$ cat src/rtl/online_digit_packer_pkg.sv
// Shared definitions for the online result buffer packer and its future read-side unpacker.
package online_digit_packer_pkg;

  typedef enum logic [1:0] {
    ST_IDLE  = 2'd0,
    ST_PACK  = 2'd1,
    ST_FLUSH = 2'd2,
    ST_DONE  = 2'd3
  } pack_state_e;

  function automatic int digits_per_word(input int data_width, input int digit_width);
    return data_width / digit_width;
  endfunction

  localparam int DIGITS_PER_WORD = digits_per_word(64, 2);

endpackage

$ cat src/rtl/online_digit_packer_shift.sv
// Shift register plus digit counter: assembles MSD-first digits into one left-aligned word.
module digit_shift_word
  import online_digit_packer_pkg::*;
#(
  parameter int DATA_WIDTH  = 64,
  parameter int DIGIT_WIDTH = 2
) (
  input  logic                   clk,
  input  logic                   sync_clear_i,
  input  logic                   clear_i,
  input  logic                   shift_i,
  input  logic [DIGIT_WIDTH-1:0] digit_i,
  output logic                   word_full_o,
  output logic                   pending_o,
  output logic [DATA_WIDTH-1:0]  word_o
);

  localparam int N  = digits_per_word(DATA_WIDTH, DIGIT_WIDTH);
  localparam int CW = $clog2(N) + 1;

  logic [DATA_WIDTH-1:0] shift_q, shift_d, shifted;
  logic [CW-1:0]         cnt_q, cnt_d;
  logic [31:0]           pad_bits;

  always_comb begin
    shifted     = (shift_q << DIGIT_WIDTH) | DATA_WIDTH'(digit_i);
    word_full_o = shift_i && (cnt_q == CW'(N - 1));
    pending_o   = (cnt_q != '0);
    // Partial word: push the collected digits up to the MSB end, zeros below.
    pad_bits    = 32'(DIGIT_WIDTH) * (32'(N) - 32'(cnt_q));
    word_o      = word_full_o ? shifted : (shift_q << pad_bits);
    shift_d     = shift_q;
    cnt_d       = cnt_q;
    if (clear_i) begin
      shift_d = '0;
      cnt_d   = '0;
    end else if (shift_i) begin
      shift_d = shifted;
      cnt_d   = word_full_o ? '0 : cnt_q + CW'(1);
    end
  end

  always_ff @(posedge clk) begin
    if (sync_clear_i) begin
      shift_q <= '0;
      cnt_q   <= '0;
    end else begin
      shift_q <= shift_d;
      cnt_q   <= cnt_d;
    end
  end

endmodule

$ cat src/rtl/online_digit_packer.sv
// Write-side packer: groups online digits into RAM words and drives the buffer RAM write port.
module online_digit_packer
  import online_digit_packer_pkg::*;
#(
  parameter int DATA_WIDTH  = 64,
  parameter int ADDR_WIDTH  = 7,
  parameter int DIGIT_WIDTH = 2
) (
  input  logic                  clk,
  input  logic                  sync_clear,
  input  logic                  start,
  input  logic [ADDR_WIDTH-1:0] base_addr,
  input  logic                  digit_valid,
  input  logic [DIGIT_WIDTH-1:0] digit_in,
  input  logic                  last_digit,
  output logic [DATA_WIDTH-1:0] ram_data,
  output logic [ADDR_WIDTH-1:0] ram_write_addr,
  output logic                  ram_we,
  output logic                  busy,
  output logic                  done,
  output logic [ADDR_WIDTH:0]   word_count,
  output logic                  overflow
);

  localparam logic [ADDR_WIDTH:0] MAX_WORDS = {1'b1, {ADDR_WIDTH{1'b0}}};

  pack_state_e           state_q, state_d;
  logic [ADDR_WIDTH-1:0] addr_q, addr_d, waddr_q, waddr_d;
  logic [ADDR_WIDTH:0]   wcount_q, wcount_d;
  logic [DATA_WIDTH-1:0] wdata_q, wdata_d;
  logic                  we_q, we_d, ovf_q, ovf_d, busy_q, busy_d, done_q, done_d;
  logic                  accept, clear_word, write_req, word_full, pending;
  logic [DATA_WIDTH-1:0] word;

  assign accept     = (state_q == ST_PACK) && digit_valid;
  assign clear_word = ((state_q == ST_IDLE) && start) || (state_q == ST_FLUSH);
  assign write_req  = ((state_q == ST_PACK) && word_full) || ((state_q == ST_FLUSH) && pending);

  digit_shift_word #(
    .DATA_WIDTH (DATA_WIDTH),
    .DIGIT_WIDTH(DIGIT_WIDTH)
  ) u_shift (
    .clk         (clk),
    .sync_clear_i(sync_clear),
    .clear_i     (clear_word),
    .shift_i     (accept),
    .digit_i     (digit_in),
    .word_full_o (word_full),
    .pending_o   (pending),
    .word_o      (word)
  );

  always_comb begin
    state_d  = state_q;
    addr_d   = addr_q;
    wcount_d = wcount_q;
    ovf_d    = ovf_q;
    we_d     = 1'b0;
    wdata_d  = wdata_q;
    waddr_d  = waddr_q;
    case (state_q)
      ST_IDLE: if (start) begin
        state_d  = ST_PACK;
        addr_d   = base_addr;
        wcount_d = '0;
        ovf_d    = 1'b0;
      end
      ST_PACK:  if (last_digit) state_d = ST_FLUSH;
      ST_FLUSH: state_d = ST_DONE;
      ST_DONE:  state_d = ST_IDLE;
      default:  state_d = ST_IDLE;
    endcase
    // Once the buffer has been filled, further words are dropped rather than overwriting.
    if (write_req) begin
      if (wcount_q == MAX_WORDS) begin
        ovf_d = 1'b1;
      end else begin
        we_d     = 1'b1;
        wdata_d  = word;
        waddr_d  = addr_q;
        addr_d   = addr_q + ADDR_WIDTH'(1);
        wcount_d = wcount_q + (ADDR_WIDTH+1)'(1);
      end
    end
    busy_d = (state_d == ST_PACK) || (state_d == ST_FLUSH);
    done_d = (state_d == ST_DONE);
  end

  always_ff @(posedge clk) begin
    if (sync_clear) begin
      state_q  <= ST_IDLE;
      addr_q   <= '0;
      wcount_q <= '0;
      ovf_q    <= 1'b0;
      we_q     <= 1'b0;
      wdata_q  <= '0;
      waddr_q  <= '0;
      busy_q   <= 1'b0;
      done_q   <= 1'b0;
    end else begin
      state_q  <= state_d;
      addr_q   <= addr_d;
      wcount_q <= wcount_d;
      ovf_q    <= ovf_d;
      we_q     <= we_d;
      wdata_q  <= wdata_d;
      waddr_q  <= waddr_d;
      busy_q   <= busy_d;
      done_q   <= done_d;
    end
  end

  assign ram_data       = wdata_q;
  assign ram_write_addr = waddr_q;
  assign ram_we         = we_q;
  assign busy           = busy_q;
  assign done           = done_q;
  assign word_count     = wcount_q;
  assign overflow       = ovf_q;

endmodule
$ cat config.mk
export PLATFORM = sky130hd
export DESIGN_NAME = online_digit_packer
export DESIGN_NICKNAME = d
export VERILOG_FILES = /design/src/rtl/online_digit_packer_pkg.sv /design/src/rtl/online_digit_packer_shift.sv /design/src/rtl/online_digit_packer.sv
export SDC_FILE = /design/constraint.sdc
export NUM_CORES = 1
export LEC_CHECK = 0
export ABC_AREA = 1
export BUFFER_PORTS_ARGS = -buffer_cell sky130_fd_sc_hd__buf_2
export CAP_MARGIN = 20
export CORE_ASPECT_RATIO = 0.9
export CORE_MARGIN = 4
export CORE_UTILIZATION = 62
export CTS_BUF_LIST = sky130_fd_sc_hd__clkbuf_8
export CTS_CLUSTER_DIAMETER = 30
export DETAILED_ROUTE_END_ITERATION = 10
export GPL_TIMING_DRIVEN = 0
export HOLD_SLACK_MARGIN = 0.15
export PLACE_DENSITY = 0.88
export SLEW_MARGIN = 20
export SYNTH_ARGS = -nofsm -noshare
export SYNTH_HDL_FRONTEND = slang
export SYNTH_SLANG_ARGS = --single-unit
$ cat constraint.sdc
create_clock -name clk -period 3.27 [get_ports clk]
set_input_delay 0.8175 -clock clk [delete_from_list [all_inputs] [get_ports clk]]
set_output_delay 0.8175 -clock clk [all_outputs]
set_load 0.005 [all_outputs]
==> flow_summary_export.csv, run 1 <==
group,metric,value,unit
yosys,synthDistinctLibCells,41,
drt,drt_iter0_markers,2920,
clock_tree,cts_hold_buffers,0,
yosys,netlist.top_cell.by_area,"dfxtp_1",
placement,gp_congestion,1.18,
yosys,yosys_warnings,0,
placement,hpwl,33600,µm
global_routing,grt_pass1_wl,66700,µm
yosys,netlist.area_leader.share,0.330,
sta,setup-tns-final,0,ps
worst_hold_path,hold_class,"flop to flop",
drt,first_pass_iters,10,
critical_path,worstReg2RegStart,"u_shift.cnt_q[0]",
sta,slew_headroom,0.301,
clock_tree,clk-insertion-delay-late,490,ps
die,start_util,0.634,
sta,whs,495,ps
placement,pre_cts_slack,-363,ps
die,die_x,141,µm
clock_tree,clkTransAtPathRegs,100,ps
final_layout,drive_gt1_frac,0.112,
final_layout,num_antenna_cells,0,
flow_run,maxCapViolCount,0,
pwr,p_leak,4.67,nW
critical_path,path_class,"flop to flop",
die,core_area,15500,µm²
pwr,irDropWorstVdd,0.305,mV
clock_tree,clk_path_buf_depth,2,
sta,hold_viol_final,0,
sta,skew,13.6,ps
drt,route.vias.total,13093,
clock_tree,htreeDepth,4,
critical_path,path_max_fanout,19,
yosys,synth.cell_area,9820,µm²
yosys,synth_area_per_cell,6.29,µm²
drt,ant_nets,0,
global_routing,antenna_found_initial,2,
yosys,synth_cells,1561,
clock_tree,cts_buffers,17,
final_layout,design.final.nets,1692,
placement,dp.cells,1858,
final_layout,syn_to_final_growth,11.8,%
pwr,clkPwrFrac,0.353,
pwr,internal_power,2.78,mW
outcome,outcome,"finished, final reports clean",
yosys,synth_seq_cells,162,
worst_hold_path,hold_path_startpoint,"ram_write_addr[0]",
final_layout,post-route-cell-area,11000,µm²
pwr,power_frac_comb,0.184,
pwr,pwr-share-seq,0.462,
die,io_pins,97,
global_routing,grt_pass1_vias,11399,
yosys,synth_edf_count,0,
clock_tree,cts_tree,"built",
placement,port_buffers,95,
global_routing,grt_max_degree,20,
final_layout,final_cell_count_no_fill,1888,
yosys,ys.flop_type,"dfxtp_1",
final_layout,final_cell_mix,"nand3_1 (463), nand2_1 (343), a21oi_1 (204)",
sta,tightest_slew,1050,ps
pwr,swShare,0.362,
drt,vias_per_cell,6.93,
critical_path,end_kind,"flop",
global_routing,grt-ovfl-total,0,
yosys,synthArstFlopShare,0,
critical_path,critPathLaunch,"u_shift.cnt_q[0]",
critical_path,arrival,3660,ps
sta,max_freq,311,MHz
sta,period_minus_slack,3220,ps
drt,drt-total-wl,45700,µm
pwr,power_density,397,nW/µm²
critical_path,crit_required,3710,ps
yosys,synth.area.top_cells,"dfxtp_1 (33%), nand3_1 (24%), nand2_1 (13%), a21oi_1 (10%), o21ai_0 (3.5%)",
clock_tree,cts_num_sinks,162,
clock_tree,cts_root_buf,"clkbuf_8",
sta,min_period_over_period,0.984,
drt,drcViolationCount,0,
sta,drv_slew,0,
sta,finalSetupViolCount,0,
yosys,ys_seq_area_frac,0.330,
die,fp.dieArea,17900,µm²
final_layout,final_common_cell,"nand3_1",
drt,wire_per_inst,24.2,µm
die,rows,43,
pwr,netSwitchingPower,1.58,mW
critical_path,cp-start-kind,"flop",
placement,dpl-instance-area,10500,µm²
sta,fin_ws,50.8,ps
yosys,synth_nets,1580,
global_routing,grt_usage,0.489,
die,die_height,127,µm
[logic make-up after synthesis]
family / after synthesis / share of synthesized area
AO/OA/AOI/OAI: 296 / 0.159
XOR/XNOR: 8 / 0.00714
adder cells (fa/ha/maj): 5 / 0.00637
buffers and inverters: 182 / 0.0785
flip-flops: 162 / 0.330
AND/OR/NAND/NOR: 908 / 0.419
[cells in the mapped netlist (all sizes together) (2+ instances only)]
cell and instances:
o21ai 68, nor3 8, a21oi 204, nor2 73, nand3 466, or2 5, buf 65, a211oi 7
dfxtp 162, nor4 2, a311oi 3, inv 51, o21a 2, o211ai 3, ha 5, nand2 343
nand4 10, clkinv 2, o31ai 2, a32o 2, xor2 7, clkbuf 64
[layout make-up]
class                           instances  area (µm²)
Buffer                                127         588
Timing Repair Buffer                   95         475
Tap cell                              202         253
Clock buffer                           18         248
Multi-Input combinational cell       1217        5810
Clock inverter                         14         154
Inverter                               53         201
Sequential cell                       162        3240
Fill cell                            1331        4520
[critical path, stage by stage, from the launching register on]
cell	delay [ps]
dfxtp_1	370
inv_1	120
buf_6	230
ha_1	270
nand3_1	210
nand2_1	140
buf_2	260
clkbuf_4	310
nand3_1	120
nand3_1	130
nand3_1	130
nand3_1	230
nand3_1	290
nand3_1	230
nand2_1	60
inv_1	50
[what timing repair did]
item                       in CTS  in global routing
buffers inserted                0                  0
setup endpoints to repair      44                 33
resized for setup               3                 12
[state kept, by name (all words and copies together), names as in the netlist]
register and flops:
ram_data 64, u_shift.shift_q 64, word_count 8, addr_q 7, ram_write_addr 7, u_shift.cnt_q 6, state_q 2, busy 1
done 1, overflow 1, ram_we 1
[per-layer routing]
| metal | up-vias | share of wire | global-route usage |
|---|---|---|---|
| met3 | 351 | 0.17 | 0.166 |
| met2 | 1331 | 0.39 | 0.688 |
| met5 | - | 0.0021 | 0.0305 |
| met4 | 6 | 0.090 | 0.309 |
| li1 | 5617 | - | - |
| met1 | 5788 | 0.35 | 0.638 |
[final timing paths]
path / to / slack, ps / depth (start not counted)
setup reg to reg: ram_data[51] / 50 / 15
hold reg to reg: ram_write_addr[0] / 500 / 2
setup / recovery: ram_data[51] / 50 / 15
hold / removal: ram_write_addr[0] / 500 / 2
[power groups by stage]
| stage | Sequential [mW] | Combinational (mW) | Clock [mW] |
|---|---|---|---|
| floorplan | 2.05 | 0.473 | 0 |
| global placement | 2.06 | 0.727 | 0 |
| detailed placement | 2.06 | 0.732 | 0 |
| CTS | 2.01 | 0.737 | 1.51 |
| global route | 2.02 | 0.826 | 1.59 |
| finish | 2.01 | 0.803 | 1.54 |
[per-stage QoR]
stage	power, mW	utilization
5_1_grt	4.43	0.708
4_1_cts	4.26	0.706
3_3_place_gp	2.78	0.681
6_report	4.36	0.708
3_5_place_dp	2.79	0.681
2_1_floorplan	2.53	-
Power figures use the tool's default switching activity.
==> inputs of run 2 (changes only) <==
Settings changed: CORE_MARGIN 4 to not set.
==> flow_summary_export.csv, run 2 (synthesis gave the netlist of run 1 again) <==
group,metric,value,unit
outcome,outcome,"finished, violations left",
outcome,violations,"setup timing",
clock_tree,clk_path_buf_depth,2,
sta,drv_slew,0,
drt,route.vias.total,13079,
pwr,p_leak,4.68,nW
drt,vias_per_cell,6.92,
critical_path,path_max_fanout,10,
critical_path,slowest_stage,"clkbuf_1",
drt,drcViolationCount,0,
clock_tree,cts_num_sinks,162,
drt,drt-total-wl,44600,µm
pwr,irDropWorstVdd,0.407,mV
critical_path,crit_required,3720,ps
final_layout,post-route-cell-area,11000,µm²
final_layout,design.final.nets,1693,
sta,finalSetupViolCount,2,
die,core_area,15400,µm²
placement,dp.cells,1858,
flow_run,maxCapViolCount,0,
placement,hpwl,32900,µm
die,rows,43,
sta,slew_headroom,0.395,
sta,setup-tns-final,-51.0,ps
global_routing,grt_max_degree,19,
sta,whs,487,ps
critical_path,path_class,"flop to flop",
final_layout,drive_gt1_frac,0.116,
die,die_height,121,µm
final_layout,final_cell_count_no_fill,1889,
global_routing,grt_pass1_vias,11322,
clock_tree,cts_buffers,17,
global_routing,grt-ovfl-total,0,
drt,ant_nets,0,
placement,dpl-instance-area,10500,µm²
critical_path,cp-start-kind,"flop",
global_routing,grt_usage,0.544,
sta,tightest_slew,908,ps
critical_path,cpPeakStageDelay,410,ps
critical_path,path_cells,"inv_1 -> clkbuf_4 -> buf_4 -> ha_2 -> xor2_1 -> clkinv_1 -> clkbuf_1 -> o21ai_0 -> nand3_1 -> nand3_1 -> nand2_1 -> inv_1",
placement,gp_congestion,1.21,
sta,hold_viol_final,0,
placement,port_buffers,95,
critical_path,arrival,3760,ps
final_layout,syn_to_final_growth,12.0,%
final_layout,num_antenna_cells,0,
sta,min_period_over_period,1.01,
drt,first_pass_iters,10,
drt,wire_per_inst,23.6,µm
die,fp.dieArea,16300,µm²
clock_tree,cts_tree,"built",
pwr,power_density,393,nW/µm²
clock_tree,htreeDepth,4,
clock_tree,clkTransAtPathRegs,100,ps
drt,drt_iter0_markers,2818,
global_routing,grt_pass1_wl,65600,µm
clock_tree,clk-insertion-delay-late,500,ps
final_layout,final_common_cell,"nand3_1",
final_layout,final_cell_mix,"nand3_1 (461), nand2_1 (343), a21oi_1 (204)",
die,start_util,0.636,
sta,period_minus_slack,3310,ps
clock_tree,cts_setup_buffers,0,
global_routing,antenna_found_initial,0,
sta,max_freq,302,MHz
die,die_x,135,µm
critical_path,end_kind,"flop",
die,io_pins,97,
sta,skew,16.4,ps
worst_hold_path,hold_class,"flop to flop",
clock_tree,cts_root_buf,"clkbuf_8",
sta,fin_ws,-39.0,ps
run 2: cell types whose count changed in the layout (fill, tap and decap cells not counted), sizes merged:
cell / delta
clkinv: +3
clkbuf: +3
inv: -1
clkinvlp: -1
buf: -3
run 2: area by class of cell:
cell class	count	area, µm²
repair buffers	95	475
clock buffers	17	234
inverters	53	201
flip-flops and latches	162	3240
plain buffers	128	599
well taps	202	253
multi-input cells	1217	5820
clock inverters	15	163
fillers	1363	4450
run 2: worst paths after layout:
kind	cells after the start	end	slack [ps]	start
worst max-delay path	12	ram_data[49]	-40	u_shift.cnt_q[0]
worst min-delay path	2	u_shift.shift_q[62]	490	u_shift.shift_q[62]
worst max register to register	12	ram_data[49]	-40	u_shift.cnt_q[0]
worst min register to register	2	u_shift.shift_q[62]	490	u_shift.shift_q[62]
run 2: per-layer routing:
| layer | global-route usage | wire [µm] |
|---|---|---|
| met2 | 0.763 | 17400 |
| met4 | 0.362 | 3930 |
| met3 | 0.231 | 7830 |
| met5 | 0 | 0 |
| met1 | 0.673 | 15500 |
run 2: per-stage QoR:
step | power [mW] | setup WS [ps] | util
after floorplan | 2.53 | 709 | -
after global placement | 2.78 | -525 | 0.683
after detailed placement | 2.78 | -499 | 0.683
after CTS | 4.22 | 62.5 | 0.709
after global routing | 4.40 | -5.54 | 0.712
final | 4.32 | -39.0 | 0.712
run 2: report_power, final:
group	leakage, nW	switching, mW	internal (mW)	total, mW
Clock	0.203	0.932	0.577	1.51
Sequential	1.31	0.0197	1.99	2.01
Combinational	3.17	0.604	0.191	0.794
Total	4.68	1.56	2.76	4.32
run 2: critical path, delay by kind of cell, from the launching register on:
kind                       cells  cell delay [ps]
AOI/OAI and AO/OA              1              370
xor gates and xnor gates       1              330
adders and majority gates      1              240
buffers and inverters          6             1330
DFF                            1              350
and+or+nand+nor                3              640
run 2: what timing repair did:
| item | CTS | global route |
|---|---|---|
| pin swaps | 0 | 0 |
| setup endpoints to repair | 62 | 52 |
| hold buffers | 0 | 0 |
| resized for setup | 4 | 21 |
